File: src/rtl/mnpk_isa_pkg.sv
// Shared ISA definitions: opcode constants, operand-length decode and fetch-server states.
// Imported by the fetch server and the control unit so both agree on instruction lengths.
package mnpk_isa_pkg;

    localparam logic [7:0] OP_NOP   = 8'h00;
    localparam logic [7:0] OP_MVI   = 8'h01;
    localparam logic [7:0] OP_MOV   = 8'h02;
    localparam logic [7:0] OP_MVIB  = 8'h03;
    localparam logic [7:0] OP_LOAD  = 8'h04;
    localparam logic [7:0] OP_STORE = 8'h05;

    typedef enum logic {
        StBoot,
        StRun
    } fetch_state_e;

    // Operand bytes that follow the opcode; unknown opcodes behave like NOP.
    function automatic logic [3:0] op_extra_bytes(input logic [7:0] opcode);
        logic [3:0] n;
        case (opcode)
            OP_MVI:   n = 4'd2;
            OP_MOV:   n = 4'd1;
            OP_MVIB:  n = 4'd2;
            OP_LOAD:  n = 4'd2;
            OP_STORE: n = 4'd2;
            default:  n = 4'd0;
        endcase
        return n;
    endfunction

endpackage

File: src/rtl/prog_fetch_server_if.sv
// Fetch-side bus: boot loader handshake, control-unit PC commands and fetch results.
interface prog_fetch_server_if #(
    parameter int unsigned AW = 8
);
    logic          ld_valid;
    logic [7:0]    ld_data;
    logic          ld_last;
    logic          ld_ready;
    logic          reload;
    logic          pc_inc;
    logic          pc_load;
    logic [AW-1:0] pc_load_addr;
    logic [7:0]    rom_data;
    logic [3:0]    extra_bytes;
    logic [AW-1:0] pc;
    logic          running;
    logic          pc_wrap;
    logic          load_ovf;

    modport master (
        output ld_valid, ld_data, ld_last, reload, pc_inc, pc_load, pc_load_addr,
        input  ld_ready, rom_data, extra_bytes, pc, running, pc_wrap, load_ovf
    );

    modport slave (
        input  ld_valid, ld_data, ld_last, reload, pc_inc, pc_load, pc_load_addr,
        output ld_ready, rom_data, extra_bytes, pc, running, pc_wrap, load_ovf
    );
endinterface

File: src/rtl/prog_ram.sv
// Program memory: one synchronous write port, one asynchronous read port, no reset.
module prog_ram #(
    parameter int unsigned DEPTH = 256,
    parameter int unsigned AW    = $clog2(DEPTH)
) (
    input  logic          clk,
    input  logic          we,
    input  logic [AW-1:0] waddr,
    input  logic [7:0]    wdata,
    input  logic [AW-1:0] raddr,
    output logic [7:0]    rdata
);

    logic [7:0] mem [DEPTH];

    always_ff @(posedge clk) begin
        if (we) begin
            mem[waddr] <= wdata;
        end
    end

    assign rdata = mem[raddr];

endmodule

File: src/rtl/prog_fetch_server.sv
// Instruction-fetch responder: boot-loads program memory, then serves bytes at the PC
// and tracks PC advance/jump commands from the control unit.
module prog_fetch_server
    import mnpk_isa_pkg::*;
#(
    parameter int unsigned DEPTH = 256,
    parameter int unsigned AW    = $clog2(DEPTH)
) (
    input logic               clk,
    input logic               rst,
    prog_fetch_server_if.slave bus
);

    localparam logic [AW-1:0] LastAddr = AW'(DEPTH - 1);

    fetch_state_e  state_q;
    logic [AW-1:0] pc_q;
    logic [AW-1:0] wr_ptr_q;
    logic [AW:0]   prog_len_q;
    logic          running_q;
    logic          pc_wrap_q;
    logic          load_ovf_q;

    logic          wr_en;
    logic [7:0]    ram_rdata;
    logic [7:0]    rom_byte;

    assign wr_en = (state_q == StBoot) && bus.ld_valid;

    prog_ram #(
        .DEPTH(DEPTH),
        .AW   (AW)
    ) u_ram (
        .clk  (clk),
        .we   (wr_en),
        .waddr(wr_ptr_q),
        .wdata(bus.ld_data),
        .raddr(pc_q),
        .rdata(ram_rdata)
    );

    always_ff @(posedge clk) begin
        if (rst) begin
            state_q    <= StBoot;
            pc_q       <= '0;
            wr_ptr_q   <= '0;
            prog_len_q <= '0;
            running_q  <= 1'b0;
            pc_wrap_q  <= 1'b0;
            load_ovf_q <= 1'b0;
        end else begin
            unique case (state_q)
                StBoot: begin
                    if (bus.ld_valid) begin
                        wr_ptr_q <= wr_ptr_q + 1'b1;
                        // Hitting the last address ends the load even without ld_last.
                        if (bus.ld_last || (wr_ptr_q == LastAddr)) begin
                            state_q    <= StRun;
                            running_q  <= 1'b1;
                            pc_q       <= '0;
                            prog_len_q <= {1'b0, wr_ptr_q} + 1'b1;
                            if (!bus.ld_last) begin
                                load_ovf_q <= 1'b1;
                            end
                        end
                    end
                end
                StRun: begin
                    if (bus.reload) begin
                        state_q    <= StBoot;
                        running_q  <= 1'b0;
                        wr_ptr_q   <= '0;
                        prog_len_q <= '0;
                        pc_q       <= '0;
                    end else if (bus.pc_load) begin
                        pc_q <= bus.pc_load_addr;
                    end else if (bus.pc_inc) begin
                        pc_q <= pc_q + 1'b1;
                        if (pc_q == LastAddr) begin
                            pc_wrap_q <= 1'b1;
                        end
                    end
                end
                default: begin
                    state_q   <= StBoot;
                    running_q <= 1'b0;
                end
            endcase
        end
    end

    // Bytes past the loaded program read as NOP so stale memory is never executed.
    always_comb begin
        rom_byte = OP_NOP;
        if (running_q && ({1'b0, pc_q} < prog_len_q)) begin
            rom_byte = ram_rdata;
        end
    end

    assign bus.rom_data    = rom_byte;
    assign bus.extra_bytes = op_extra_bytes(rom_byte);
    assign bus.ld_ready    = (state_q == StBoot);
    assign bus.pc          = pc_q;
    assign bus.running     = running_q;
    assign bus.pc_wrap     = pc_wrap_q;
    assign bus.load_ovf    = load_ovf_q;

endmodule

File: src/flat_wrapper.sv
// flat-port wrapper written by rule: the top's interface ports become plain ports
module prog_fetch_server_flat import mnpk_isa_pkg::*;
#(
    parameter int unsigned DEPTH = 256,
    parameter int unsigned AW    = $clog2(DEPTH)
)
  (clk, rst, bus_ld_valid, bus_ld_data, bus_ld_last, bus_reload, bus_pc_inc, bus_pc_load, bus_pc_load_addr, bus_ld_ready, bus_rom_data, bus_extra_bytes, bus_pc, bus_running, bus_pc_wrap, bus_load_ovf);
  prog_fetch_server_if #(.AW(AW)) bus_i ();
  input logic clk;
  input logic rst;
  input wire logic [$bits(bus_i.ld_valid)-1:0] bus_ld_valid;
  input wire logic [$bits(bus_i.ld_data)-1:0] bus_ld_data;
  input wire logic [$bits(bus_i.ld_last)-1:0] bus_ld_last;
  input wire logic [$bits(bus_i.reload)-1:0] bus_reload;
  input wire logic [$bits(bus_i.pc_inc)-1:0] bus_pc_inc;
  input wire logic [$bits(bus_i.pc_load)-1:0] bus_pc_load;
  input wire logic [$bits(bus_i.pc_load_addr)-1:0] bus_pc_load_addr;
  output wire logic [$bits(bus_i.ld_ready)-1:0] bus_ld_ready;
  output wire logic [$bits(bus_i.rom_data)-1:0] bus_rom_data;
  output wire logic [$bits(bus_i.extra_bytes)-1:0] bus_extra_bytes;
  output wire logic [$bits(bus_i.pc)-1:0] bus_pc;
  output wire logic [$bits(bus_i.running)-1:0] bus_running;
  output wire logic [$bits(bus_i.pc_wrap)-1:0] bus_pc_wrap;
  output wire logic [$bits(bus_i.load_ovf)-1:0] bus_load_ovf;
  assign bus_i.ld_valid = bus_ld_valid;
  assign bus_i.ld_data = bus_ld_data;
  assign bus_i.ld_last = bus_ld_last;
  assign bus_i.reload = bus_reload;
  assign bus_i.pc_inc = bus_pc_inc;
  assign bus_i.pc_load = bus_pc_load;
  assign bus_i.pc_load_addr = bus_pc_load_addr;
  assign bus_ld_ready = bus_i.ld_ready;
  assign bus_rom_data = bus_i.rom_data;
  assign bus_extra_bytes = bus_i.extra_bytes;
  assign bus_pc = bus_i.pc;
  assign bus_running = bus_i.running;
  assign bus_pc_wrap = bus_i.pc_wrap;
  assign bus_load_ovf = bus_i.load_ovf;
  prog_fetch_server #(.DEPTH(DEPTH), .AW(AW)) u_core (.clk(clk), .rst(rst), .bus(bus_i));
endmodule
File: config.mk
export PLATFORM = sky130hd
export DESIGN_NAME = prog_fetch_server_flat
export DESIGN_NICKNAME = d
export VERILOG_FILES = /design/src/rtl/mnpk_isa_pkg.sv /design/src/rtl/prog_fetch_server_if.sv /design/src/rtl/prog_ram.sv /design/src/rtl/prog_fetch_server.sv /design/src/flat_wrapper.sv
export SDC_FILE = /design/constraint.sdc
export NUM_CORES = 2
export LEC_CHECK = 0
export ABC_AREA = 1
export ABC_CLOCK_PERIOD_IN_PS = 2300
export BUFFER_PORTS_ARGS = -buffer_cell sky130_fd_sc_hd__buf_2
export CAP_MARGIN = 10
export CORE_MARGIN = 8
export CORE_UTILIZATION = 45
export DETAILED_ROUTE_END_ITERATION = 12
export HOLD_SLACK_MARGIN = 0.12
export MAX_ROUTING_LAYER = met4
export PLACE_DENSITY = 0.64
export SYNTH_ARGS = -nofsm -noshare
export SYNTH_HDL_FRONTEND = slang
export SYNTH_SLANG_ARGS = --single-unit
File: constraint.sdc
create_clock -name clk -period 2.3 [get_ports clk]
set_input_delay 0.23 -clock clk [delete_from_list [all_inputs] [get_ports clk]]
set_output_delay 0.23 -clock clk [all_outputs]
set_load 0.005 [all_outputs]
==> impl_results.md <==
- Share of post-route cells with drive strength above 1: 0.165
- Share of the synthesized area in compound gates (AO/OA/AOI/OAI): 0.00431
- Full die area: 202,000 sq um
- # DRC: 0
- Total number of vias: 59,550
- Slew @ Worst Pin: 0.789 ns
- Share of synthesized area spent on multiplexers: 0
- Count of flip-flops with a built-in enable after synthesis: 2,048
- Clock Power Share: 0.398
- Worst hold margin: 0.324 ns
- Synthesized instance count: 7,207
- P&R area growth vs syn: 20.6%
- # port buffers: 44
- CTS buffer count: 203
- Setup slack of the critical path after layout: -1.61 ns
- Total global routing overflow: 0
- Total instance count after detailed placement: 10,055
- Via count of the first global-routing pass: 57,048
- Mean routed wirelength per cell: 23.6 microns
- Synthesized area per cell: 11.8 sq um
- Switching share of total power: 0.229
- Fraction of synthesized cell area in xor and xnor cells: 0.000207
- Count of max-cap constraint violations: 0
- ANT nets after route: 0
- Floorplan die height: 450 microns
- Peak ir drop on the vdd network: 0.000843 V
- Setup repair after global routing missed its margin: yes
- Count of pins on the block boundary: 47
- Required time at the endpoint of the critical path: 2.07 ns
- Worst path cell trace: buf_12 > inv_16 > buf_12 > buf_16 > nand2_1 > nand3_1 > nand3_1 > nand3_1 > nand3_1 > nand3_2 > nand3_1 > buf_4 > nand3_4 > nand2_1 > nor2_2 > inv_1 > nand3_2 > nor2_4 > buf_4 > buf_2
- Average via count per standard cell: 5.67
- Final non-filler cell total: 10,503
- Adder-cell share of the synthesized area: 0.00177
- Final #Nets: 7,870
- Period minus WS final: 3.91 ns
- Total length of routed wires: 248,000 microns
- Clock tree from TritonCTS: built
- Period utilization: 1.70
- Most instantiated flip-flop cell in the synthesis netlist: sky130_fd_sc_hd__edfxtp_1
- Violation count after the first detailed-route iteration: 7,301
- Maximum fanout along the worst path: 21
- Library cells used by synthesis: 28
- Count of yosys warnings during synthesis: 0
- Element type at the critical path start: flip-flop
- Simple-Gate Fraction of Synth Area: 0.229
- Relative contribution of sequential cells to total power: 0.523
- Slowest cell on the critical path: sky130_fd_sc_hd__dfxtp_4
- Largest net degree at the start of global routing: 77
- Post-synth design cell area: 84,800 sq um
- Run status: complete, but fails checks
- Global-route wire length before repair: 365,000 microns
- Placeable core area: 187,000 sq um
- Static leakage: 36.8 nW
- Combinational group share of total power: 0.079
- First-pass iteration count of the detailed router: 6
- Initial antenna violation count: 2
- Pins Over Slew Limit: 0
- Most numerous cell on the critical path: sky130_fd_sc_hd__nand3_1
- Fill cells: 15,288
- Longest individual stage delay on the worst path: 0.38 ns
- Type of element capturing the critical path: output pin
- Final setup skew: 0.0255 ns
- CTS root buf: sky130_fd_sc_hd__clkbuf_16
- Worst setup path category: reg2out
- Clk pin slew, worst setup/hold paths: 0.06 ns
- Slew headroom: 0.472
- Number of setup violations in the final report: 10
- Number of clock sinks seen by CTS: 2,085
- Number of core rows: 159
- Gp weighted congestion: 0.951
- Number of synthesized register bits: 2,085
- Share of synthesized registers carrying an async set or reset: 0
- Latest clock arrival within the worst-skew pair: 0.83 ns
- Hold/Removal Path Class: in2reg
- Total track usage: 0.242
- Internal power: 61.7 mW
- Effective utilization at floorplan: 0.452
- Endpoints failing hold: 0
- Pre-CTS worst setup slack: -1.13 ns
- Sum of internal, switching and leakage power: 80.0 mW
- Clock H-tree levels: 4
- Data arrival time of the critical path: 3.68 ns
- Half-perimeter wire length of the detailed placement result: 151,000 microns
- X dimension of the die: 450 microns
- Failing checks: negative setup slack
- Total power divided by cell area: 783 nW/um^2
- Net Sw Power: 18.3 mW
- Portion of the post-synthesis area used by sequential elements: 0.734
- Largest family of logic cells by synthesized area: simple AND/OR/NAND/NOR gates
- CTS Buffer Depth: 3
- Highest clock rate: 256 MHz
-- flip-flops by register name, indices dropped and copies added (netlist names), named ones only --
signal,flops
u_core.u_ram.mem,2048
u_core.prog_len_q,9
u_core.bus.pc,8
u_core.wr_ptr_q,8
u_core.bus.load_ovf,1
u_core.bus.pc_wrap,1
u_core.bus.running,1
u_core.state_q,1
-- worst paths after layout --
| path | startpoint | to | slack, ns | cells past startpoint |
|---|---|---|---|---|
| worst max-delay path | flip-flop | bus_extra_bytes[1] | -1.61 | 20 |
| worst min-delay path | bus_ld_last | u_core.bus.load_ovf | 0.32 | 4 |
| worst max register to register | u_core.wr_ptr_q[1] | u_core.bus.pc[0] | 0.17 | 10 |
| worst min register to register | u_core.bus.load_ovf | u_core.bus.load_ovf | 0.47 | 1 |
-- cell usage in the layout, fill, tap and decap left out, types with 2 or more instances in the layout --
cell                            netlist  layout
sky130_fd_sc_hd__o211ai_1             2       2
sky130_fd_sc_hd__nand2_2              0       6
sky130_fd_sc_hd__buf_4               18     656
sky130_fd_sc_hd__clkinv_1             1      58
sky130_fd_sc_hd__nor3_1               5       4
sky130_fd_sc_hd__edfxtp_1          2048    2048
sky130_fd_sc_hd__buf_12               0     123
sky130_fd_sc_hd__a21oi_1             34      34
sky130_fd_sc_hd__clkinv_2             0      43
sky130_fd_sc_hd__buf_6                6      14
sky130_fd_sc_hd__diode_2              0       2
sky130_fd_sc_hd__nor2_4               0       2
sky130_fd_sc_hd__buf_16               0      30
sky130_fd_sc_hd__o21ai_0             28      28
sky130_fd_sc_hd__buf_8                0      12
sky130_fd_sc_hd__dlygate4sd3_1        0      24
sky130_fd_sc_hd__inv_6                0       9
sky130_fd_sc_hd__ha_1                12      12
sky130_fd_sc_hd__dfxtp_4              0       5
sky130_fd_sc_hd__inv_1               63      60
sky130_fd_sc_hd__nand3_1           2058    1937
sky130_fd_sc_hd__nor2_2               0      11
sky130_fd_sc_hd__clkbuf_8             0       2
sky130_fd_sc_hd__bufbuf_16            0       9
sky130_fd_sc_hd__clkbuf_1           119      39
sky130_fd_sc_hd__nor2_1             304     291
sky130_fd_sc_hd__conb_1               1       2
sky130_fd_sc_hd__clkbuf_16            0     214
sky130_fd_sc_hd__nand3_2              0      96
sky130_fd_sc_hd__clkinvlp_4           0       5
sky130_fd_sc_hd__buf_2              297      35
sky130_fd_sc_hd__nand2_1           2113    2107
sky130_fd_sc_hd__bufinv_16            0      13
sky130_fd_sc_hd__inv_2                2       2
sky130_fd_sc_hd__inv_16               0       2
sky130_fd_sc_hd__nand3_4              0      25
sky130_fd_sc_hd__dfxtp_1             37      32
-- stage by stage --
stage | utilization | TNS (ns) | instance area [sq um]
after floorplan | - | 0 | 84800
after global placement | 0.499 | -8.71 | 93600
after detailed placement | 0.499 | -8.47 | 93600
after CTS | 0.543 | -13.87 | 102000
after global routing | 0.546 | -15.06 | 102000
final | 0.546 | -13.92 | 102000
-- cells in the mapped netlist, drive strengths merged, types with 2 or more instances --
cell | n | area [sq um]
nand2 | 2113 | 7930
dfxtp | 37 | 741
a21oi | 34 | 170
o211ai | 2 | 15.0
edfxtp | 2048 | 61500
nor3 | 5 | 25.0
ha | 12 | 150
nor2 | 304 | 1140
nand3 | 2058 | 10300
clkbuf | 119 | 447
inv | 66 | 250
o21ai | 28 | 140
buf | 371 | 1880
-- repair_timing --
action / CTS / global route
setup endpoints to repair: 10 / 69
hold endpoints to repair: 1305 / 0
hold buffers: 24 / 0
cloned: 20 / 8
pin swaps: 20 / 2
buffers inserted: 16 / 3
resized for setup: 176 / 44
-- power by group through the flow --
| stage | registers [mW] | logic, mW | clock network, mW |
|---|---|---|---|
| 2_1_floorplan | 42.7 | 2.60 | 0 |
| 3_3_place_gp | 42.7 | 5.72 | 0 |
| 3_5_place_dp | 42.7 | 5.76 | 0 |
| 4_1_cts | 41.9 | 6.18 | 32.1 |
| 5_1_grt | 41.8 | 6.70 | 33.6 |
| 6_report | 41.9 | 6.34 | 31.8 |
-- metal layers --
metal	global-route usage	vias up	wire, microns
li1	-	26904	-
met1	0.322	29140	99400
met2	0.379	2966	117000
met3	0.0364	540	21200
met4	0.0964	0	11100
met5	-	-	0
-- cell type report --
class,count,area [sq um],share of cell area
repair buffers,911,9460,0.0925
repair inverters,1,8.76,0.0000857
well taps,2495,3120,0.0305
clock inverters,129,968,0.00947
flip-flops and latches,2085,62300,0.609
multi-input cells,4566,20800,0.203
diodes,2,5.00,0.0000489
clock buffers,247,5330,0.0521
inverters,67,290,0.00284
-- worst max-delay path: cells and delay by family (launching register included) --
| kind | cells | cell delay (ns) |
|---|---|---|
| buffers and inverters | 8 | 1.12 |
| AND/OR/NAND/NOR | 12 | 1.29 |
| flip-flops | 1 | 0.38 |
-- cells by family (layout without fill, tap and decap cells) --
kind of cell,count (synthesis),after routing
adder cells (fa/ha/maj),12,12
XOR/XNOR,2,2
AND/OR/NAND/NOR,4481,4481
buffers and inverters,557,1355
other,1,4
AO/OA/AOI/OAI,69,69
flip-flops,2085,2085
Note: power is estimated with default switching activity, not from simulation.
